$ cat src/rtl/dmem_pkg.sv
// Shared types and constants for the data-memory arbiter slice.
package dmem_pkg;

  typedef enum logic {
    IDLE = 1'b0,
    RESP = 1'b1
  } state_e;

  localparam int unsigned MEM_WORDS_DEF  = 1024;
  localparam int unsigned WORD_IDX_W_DEF = $clog2(MEM_WORDS_DEF);

  localparam logic PORT_CPU = 1'b0;
  localparam logic PORT_DBG = 1'b1;

endpackage

$ cat src/rtl/dmem_arbiter_rr_arb2.sv
// Two-way round-robin pick: on a tie the port that did not win last time is chosen.
module rr_arb2
  import dmem_pkg::*;
(
  input  logic [1:0] req,
  input  logic       last,
  output logic       valid_c,
  output logic       pick_c
);

  always_comb begin
    valid_c = |req;
    pick_c  = PORT_CPU;
    if (req == 2'b11) begin
      pick_c = ~last;
    end else if (req[1]) begin
      pick_c = PORT_DBG;
    end
  end

endmodule

$ cat src/rtl/dmem_arbiter.sv
// Shares the single-port data memory between the CPU (port 0) and the debug/DMA
// loader (port 1); one access outstanding, bad addresses rejected before the memory.
module dmem_arbiter
  import dmem_pkg::*;
#(
  parameter int unsigned ADDR_W    = 32,
  parameter int unsigned DATA_W    = 32,
  parameter int unsigned MEM_WORDS = MEM_WORDS_DEF
) (
  input  logic              Clock,
  input  logic              Reset,
  input  logic              p0_req,
  input  logic              p0_we,
  input  logic [ADDR_W-1:0] p0_addr,
  input  logic [DATA_W-1:0] p0_wdata,
  output logic              p0_gnt,
  output logic              p0_err,
  output logic              p0_rvalid,
  output logic [DATA_W-1:0] p0_rdata,
  input  logic              p1_req,
  input  logic              p1_we,
  input  logic [ADDR_W-1:0] p1_addr,
  input  logic [DATA_W-1:0] p1_wdata,
  output logic              p1_gnt,
  output logic              p1_err,
  output logic              p1_rvalid,
  output logic [DATA_W-1:0] p1_rdata,
  output logic [31:0]       mem_addr,
  output logic [DATA_W-1:0] mem_wdata,
  output logic              mem_we,
  output logic              mem_re,
  input  logic [DATA_W-1:0] mem_rdata,
  output logic              busy_o
);

  localparam int unsigned IDX_W  = (MEM_WORDS > 1) ? $clog2(MEM_WORDS) : 1;
  localparam int unsigned WORD_W = ADDR_W - 2;

  state_e state, state_nxt;
  logic   last, last_nxt;
  logic   owner, owner_nxt;

  logic              arb_valid;
  logic              arb_pick;
  logic              win_we;
  logic [ADDR_W-1:0] win_addr;
  logic [DATA_W-1:0] win_wdata;
  logic [WORD_W-1:0] win_word;
  logic              addr_bad;

  logic [1:0] gnt_c;
  logic [1:0] err_c;
  logic [1:0] rvalid_c;

  rr_arb2 u_arb (
    .req     ({p1_req, p0_req}),
    .last    (last),
    .valid_c (arb_valid),
    .pick_c  (arb_pick)
  );

  // Winner's request fields and the address check applied to them.
  always_comb begin
    win_we    = arb_pick ? p1_we    : p0_we;
    win_addr  = arb_pick ? p1_addr  : p0_addr;
    win_wdata = arb_pick ? p1_wdata : p0_wdata;
    win_word  = win_addr[ADDR_W-1:2];
    addr_bad  = (win_addr[1:0] != 2'b00) || (win_word >= WORD_W'(MEM_WORDS));
  end

  always_ff @(posedge Clock) begin
    if (!Reset) begin
      state <= IDLE;
      last  <= PORT_DBG;
      owner <= PORT_CPU;
    end else begin
      state <= state_nxt;
      last  <= last_nxt;
      owner <= owner_nxt;
    end
  end

  // Next state and the combinational grant/memory controls; everything is
  // forced quiet while Reset is low so a pending read never reports back.
  always_comb begin
    state_nxt = state;
    last_nxt  = last;
    owner_nxt = owner;
    gnt_c     = 2'b00;
    err_c     = 2'b00;
    rvalid_c  = 2'b00;
    mem_we    = 1'b0;
    mem_re    = 1'b0;
    mem_addr  = 32'd0;
    mem_wdata = '0;
    if (Reset) begin
      case (state)
        IDLE: begin
          if (arb_valid) begin
            gnt_c[arb_pick] = 1'b1;
            last_nxt        = arb_pick;
            if (addr_bad) begin
              err_c[arb_pick] = 1'b1;
            end else if (win_we) begin
              mem_we    = 1'b1;
              mem_addr  = 32'(win_word[IDX_W-1:0]);
              mem_wdata = win_wdata;
            end else begin
              mem_re    = 1'b1;
              mem_addr  = 32'(win_word[IDX_W-1:0]);
              owner_nxt = arb_pick;
              state_nxt = RESP;
            end
          end
        end
        RESP: begin
          rvalid_c[owner] = 1'b1;
          state_nxt       = IDLE;
        end
        default: state_nxt = IDLE;
      endcase
    end
  end

  always_comb begin
    p0_gnt    = gnt_c[0];
    p1_gnt    = gnt_c[1];
    p0_err    = err_c[0];
    p1_err    = err_c[1];
    p0_rvalid = rvalid_c[0];
    p1_rvalid = rvalid_c[1];
    p0_rdata  = rvalid_c[0] ? mem_rdata : '0;
    p1_rdata  = rvalid_c[1] ? mem_rdata : '0;
  end

  assign busy_o = (state == RESP);

endmodule
$ cat config.mk
export PLATFORM = sky130hd
export DESIGN_NAME = dmem_arbiter
export DESIGN_NICKNAME = d
export VERILOG_FILES = /design/src/rtl/dmem_pkg.sv /design/src/rtl/dmem_arbiter_rr_arb2.sv /design/src/rtl/dmem_arbiter.sv
export SDC_FILE = /design/constraint.sdc
export NUM_CORES = 1
export LEC_CHECK = 0
export BUFFER_PORTS_ARGS = -buffer_cell sky130_fd_sc_hd__buf_4
export CORE_AREA = 3 3 116 118
export DETAILED_ROUTE_END_ITERATION = 12
export DIE_AREA = 0 0 119 121
export HOLD_SLACK_MARGIN = 0.02
export PLACE_DENSITY_LB_ADDON = 0.05
export SYNTH_ARGS = -nofsm -noshare
export SYNTH_HDL_FRONTEND = slang
export SYNTH_SLANG_ARGS = --single-unit
$ cat constraint.sdc
create_clock -name Clock -period 2.1 [get_ports Clock]
set_clock_uncertainty 0.05 [all_clocks]
set_input_delay 0.42 -clock Clock [delete_from_list [all_inputs] [get_ports Clock]]
set_output_delay 0.42 -clock Clock [all_outputs]
set_load 0.01 [all_outputs]
After elaboration in Yosys (flattened, before gate mapping)
Index checks and enable logic that the tools add are counted.
{"block": "op_classes", "div": 0, "n_mux": 40, "order_cmp": 5, "reduce_logical": 7, "n_bitwise": 4, "n_addsub": 0, "shifts": 0, "multipliers": 0, "n_eq_ne": 1}
{"cell": "32-bit 2-to-1 mux", "count": 10}
{"cell": "30-bit by 11-bit greater-or-equal comparator with 1-bit output, second input constant", "count": 1}
{"cell": "10-bit 2-to-1 mux", "count": 3}
{"cell": "2-bit 2-to-1 mux", "count": 9}
{"cell": "1-bit 2-to-1 mux", "count": 15}
{"cell": "1-bit by 2-bit less-than comparator with 1-bit output, second input constant", "count": 2}
{"cell": "1-bit NOT", "count": 4}
{"cell": "4-bit AND reduction", "count": 1}
{"cell": "1-bit demux with 1-bit select", "count": 2}
{"cell": "2-bit == test, second input constant", "count": 1}
{"cell": "1-bit greater-or-equal comparator, second input constant", "count": 2}
{"cell": "1-bit logical AND", "count": 2}
{"cell": "1-bit one-hot mux with 2 select lines", "count": 1}
{"cell": "2-bit AND reduction", "count": 1}
{"cell": "2-bit nonzero test", "count": 1}
{"cell": "2-bit OR reduction", "count": 1}
{"cell": "1-bit logical OR", "count": 1}
{"block": "word_totals", "elab_cells": 60, "input_bits": 166, "romBits": 0, "mem_bits_rw": 0, "mem_count": 0, "reg_bits": 3, "latch_bits": 0, "output_inout_bits": 137}

Depth between registers and ports, before layout
{"block": "logic_depth", "word_depth": 10, "depth_mapped": 7, "ltp_nobuf": 5}

By module
A second synthesis with hierarchy kept.
{"block": "unflattened", "hier_cells": 236, "area_unflattened_um2": 1606.5}
{"module": "dmem_arbiter", "cells_per_inst": 234, "n_inst": 1, "area_per_inst_um2": 1592.8, "seq_area_each_um2": 60.1}
{"module": "rr_arb2", "cells_per_inst": 2, "n_inst": 1, "area_per_inst_um2": 13.8, "seq_area_each_um2": 0.0}

Worst setup path before layout
No wires, ideal clock.
{"block": "synth_path", "path_type": "input port to output port", "from": "input p1_req", "to": "output mem_addr[0]", "path_buffers": 2, "t_arrival_ps": 1577, "cell_stages": 7, "slack_ps": 53, "t_required_ps": 1630, "path_cell_list": "a21bo_1 -> buf_4 -> nand4_1 -> a22oi_4 -> nand2_1 -> buf_2 -> a21oi_1"}
{"block": "synth_via", "elab_chain_cells": 9, "elab_cells_between_ends": 12, "classes_between": "order compare: 1; eq/ne: 1; mux: 7; reduce/logical: 3"}
{"item": "start, declared", "line": "dmem_arbiter.sv:20", "source": "input logic p1_req,"}
{"item": "2-bit == test / 1-bit 2-to-1 mux (equally long branches)", "line": "dmem_arbiter_rr_arb2.sv:14, dmem_arbiter_rr_arb2.sv:16"}
{"item": "1-bit 2-to-1 mux", "line": "dmem_arbiter_rr_arb2.sv:14", "source": "if (req == 2'b11) begin"}
{"item": "32-bit 2-to-1 mux", "line": "dmem_arbiter.sv:65", "source": "win_addr = arb_pick ? p1_addr : p0_addr;"}
{"item": "30-bit by 11-bit greater-or-equal comparator with 1-bit output / 2-bit nonzero test (equally long branches)", "line": "dmem_arbiter.sv:68", "source": "addr_bad = (win_addr[1:0] != 2'b00) || (win_word >= WORD_W'(MEM_WORDS));"}
{"item": "1-bit logical OR", "line": "dmem_arbiter.sv:68"}
{"item": "10-bit 2-to-1 mux", "line": "dmem_arbiter.sv:102", "source": "if (addr_bad) begin"}
{"item": "10-bit 2-to-1 mux (*)", "line": "dmem_arbiter.sv:99", "source": "if (arb_valid) begin"}
{"item": "10-bit 2-to-1 mux (*)", "line": "dmem_arbiter.sv:97", "source": "case (state)"}
{"item": "32-bit 2-to-1 mux (*)", "line": "dmem_arbiter.sv:96", "source": "if (Reset) begin"}
{"item": "end, declared", "line": "dmem_arbiter.sv:28", "source": "output logic [31:0] mem_addr,"}
Every way passes the cells marked *; elsewhere a longest branch is shown, timed or not.

Worst setup path in the final report
{"block": "layout_path", "from": "input p0_addr[1]", "to": "output mem_wdata[18]"}
{"block": "layout_via", "elab_chain_cells": 7}
{"item": "start, declared", "line": "dmem_arbiter.sv:14", "source": "input logic [ADDR_W-1:0] p0_addr,"}
{"item": "32-bit 2-to-1 mux", "line": "dmem_arbiter.sv:65"}
{"item": "2-bit nonzero test", "line": "dmem_arbiter.sv:68"}
{"item": "1-bit logical OR", "line": "dmem_arbiter.sv:68"}
{"item": "32-bit 2-to-1 mux", "line": "dmem_arbiter.sv:102"}
{"item": "32-bit 2-to-1 mux", "line": "dmem_arbiter.sv:99"}
{"item": "32-bit 2-to-1 mux", "line": "dmem_arbiter.sv:97"}
{"item": "32-bit 2-to-1 mux", "line": "dmem_arbiter.sv:96"}
{"item": "end, declared", "line": "dmem_arbiter.sv:29", "source": "output logic [DATA_W-1:0] mem_wdata,"}
Every way passes these cells.

==> results.md <==
- Status: complete, but fails checks
- Violations in the final reports: negative setup slack
- CP max FO: 16
- Maximum number of buffers from clock root to sink: 2
- Layout area overhead: 160.8%
- Synthesized flop and latch total: 3
- Class of the tightest hold or removal check: reg -> reg
- Combined flip-flop and latch cell area: between 60 and 70 sq um
- Reg clk slew, reported paths: 0.03 ns
- Core Region: approximately 0.013 sq mm
- Full die area: between 0.01 and 0.015 sq mm
- Smallest setup slack after layout: -0.2806 ns
- Maximum single-stage delay on the critical path: between 0.2 and 0.3 ns
- Max-cap check violation count: 0
- Clock tree from TritonCTS: built
- Worst flop-to-flop path startpoint: last
- Kind of critical path: in -> out
- Final count of pins violating max slew: 0
- Count of antenna-violating nets left after detailed routing: 0
- Antenna cells: 0
- First-pass GRT wire length: about 15000 um
- Start point of the worst hold path: owner
- Cells after synthesis: 281
- Power per unit of standard cell area: approximately 190 mW/mm^2
- Final min period: around 2.4 ns
- R2R setup slack: between 0.3 and 0.4 ns
- Slowest library cell on the worst path: sky130_fd_sc_hd__nor4_4
- Post-synthesis instance area: around 0.0016 sq mm
- CP Cell Sequence: buf_6 -> nor4_4 -> buf_4 -> nand4_1 -> a22oi_4 -> buf_6 -> nand2_4 -> buf_12 -> a21oi_2 -> buf_4
- Final hold violation count: 0
- Number of nets in the layout: about 730
- Routability congestion estimate from global placement: 0.7648
- Row Count: 41
- Fin crit share: 113.4%
- IR drop worst, VDD: 0.0002049 V
- Multi-input gate area: 0.001562 sq mm
- Post-synthesis sequential area ratio: around 3.6%
- Leading cell type in the layout, fill and taps excluded: sky130_fd_sc_hd__buf_4
- Final core utilization: approximately a third
- Leakage power summed over all cells: about 2.3 nW
- Fill cells: around 1400
- Launching element type of the critical path: primary input
- DRC violation total after the first TritonRoute iteration: 77
- Die height: approximately 120 um
- Max Freq: roughly 0.42 GHz
- Detailed-router iteration count before antenna repair: 4
- H-Tree Level Count: 1
- Largest net degree at the start of global routing: 34
- Detailed-route wire length per cell: approximately 14 um
- Overall die width: ~120 um
- Arr. time, crit path: ~1.9 ns
- TritonCTS sink count: 3
- Number of buffers added by the clock tree synthesis step: 3
- Post-synthesis cell type count: 26
- Capturing element type of the critical path: output port
- Share of cells above drive strength 1: 63.78%
- Routed vias/inst: roughly 4
- Final setup TNS: -11.75 ns
- Port Buffer Count: between 200 and 300
- Vias in the first global route: about 2900
- I/O pin count: 303
- Total global-route track usage: roughly an eighth
- Timing startpoint of the critical path: p0_addr[1]
- Wire length after detailed routing: roughly 11000 um
- Total of warnings raised by yosys: 0
- Required arrival time at the worst endpoint: between 1.5 and 2 ns
- Gr ovfl total: 0
- Placed wire-length estimate: a little under 9000 um
- Starting density of the core: a little over an eighth
- Source-to-sink clock delay at the later pin of the worst-skew pair: approximately 0.23 ns
- Overall via count from detail_route: between 2000 and 3000
- Syn Area/Cell: approximately 6 sq um
- RSZ-0062 raised after global routing: yes
- Most frequent cells in the layout: sky130_fd_sc_hd__buf_4 (288), sky130_fd_sc_hd__nand2_1 (85), sky130_fd_sc_hd__and2_1 (64), sky130_fd_sc_hd__a21oi_2 (41), sky130_fd_sc_hd__conb_1 (22)
- Cell chosen for the clock root: sky130_fd_sc_hd__clkbuf_16
- Initial antenna violation count: 0
- Residual DRC: 0
- Number of setup violations in the final report: 46
final timing paths:
path / to / depth (start not counted)
worst max register to register: owner / 8
worst min-delay path: owner / 2
worst max-delay path: mem_wdata[18] / 10
worst min register to register: owner / 2
through the flow:
stage                     std cells  hold WS [ns]  area [sq um]  setup WS (ns)  power [mW]
after floorplan                 302        0.3969          1728        0.05292      0.2187
after global routing            738        0.4663          4300        -0.3934      0.8629
after global placement          731        0.4150          3949        -0.4730      0.4716
after detailed placement        731        0.4188          3949        -0.4428      0.4748
after CTS                       738        0.4231          4264        -0.3280      0.8113
final                           738        0.4209          4300        -0.2806      0.8078
kinds of logic after synthesis:
kind of cell / Yosys count / synth area share (%)
buffers and inverters: 45 / 17.15
flip-flops: 3 / 3.642
multiplexers: 3 / 1.821
other: 1 / 0.2274
AO/OA/AOI/OAI: 46 / 22.46
AND/OR/NAND/NOR: 183 / 54.70
critical path, delay by kind of cell:
kind                   cells  cell delay, ns
AOI/OAI and AO/OA          2            0.30
buffers and inverters      5            0.69
and+or+nand+nor            3            0.49
power breakdown:
| part | switching [mW] | total, mW | internal (mW) |
|---|---|---|---|
| Clock | 0.0554 | 0.306 | 0.251 |
| Combinational | 0.185 | 0.440 | 0.255 |
| Sequential | 0.00236 | 0.0614 | 0.0590 |
| Total | 0.243 | 0.808 | 0.565 |
synth_stat cells:
cell                        n  share of area [%]
sky130_fd_sc_hd__a21bo_1    1               0.61
sky130_fd_sc_hd__a21boi_2   1               0.68
sky130_fd_sc_hd__a21oi_1   12                3.6
sky130_fd_sc_hd__a21oi_2   29                 15
sky130_fd_sc_hd__a22oi_4    1                1.3
sky130_fd_sc_hd__and2_1    64                 24
sky130_fd_sc_hd__and3_1     3                1.1
sky130_fd_sc_hd__buf_2      1               0.30
sky130_fd_sc_hd__buf_4     24                 11
sky130_fd_sc_hd__buf_6      3                2.0
sky130_fd_sc_hd__clkbuf_1  14                3.2
sky130_fd_sc_hd__conb_1     1               0.23
sky130_fd_sc_hd__dfxtp_1    3                3.6
sky130_fd_sc_hd__inv_1      3               0.68
sky130_fd_sc_hd__mux2i_1    3                1.8
sky130_fd_sc_hd__nand2_1   86                 20
sky130_fd_sc_hd__nand2_2    1               0.38
sky130_fd_sc_hd__nand2b_1   1               0.38
sky130_fd_sc_hd__nand3_1    1               0.30
sky130_fd_sc_hd__nand4_1    4                1.5
sky130_fd_sc_hd__nor2_1     9                2.0
sky130_fd_sc_hd__nor3_1     3               0.91
sky130_fd_sc_hd__nor4_1    10                3.8
sky130_fd_sc_hd__o21ai_0    1               0.30
sky130_fd_sc_hd__o311ai_0   1               0.53
sky130_fd_sc_hd__or2_2      1               0.38
metal layers:
metal	vias to the layer above	GRT usage, %	routed length [um]
met5	-	0	0
met4	0	2.969	131
met3	10	3.450	930
met2	177	26.00	5751
met1	1253	13.82	3822
li1	1440	-	-
sequential cells by signal (all words and copies together) (netlist names):
register,cells
busy_o,1
last,1
owner,1
what timing repair did:
item	in CTS	in global routing
endpoints found under the setup margin	46	46
hold buffers	0	0
setup buffers	3	0
cloned	2	0
pin swaps	6	0
gates resized for setup	39	7
area by class of cell:
cell class	count	share of cell area, %
repair buffers	302	55.19
multi-input cells	254	36.31
well taps	172	5.004
clock buffers	4	1.833
flip-flops and latches	3	1.397
inverters	3	0.2619
Note: power is estimated with default switching activity, not from simulation.
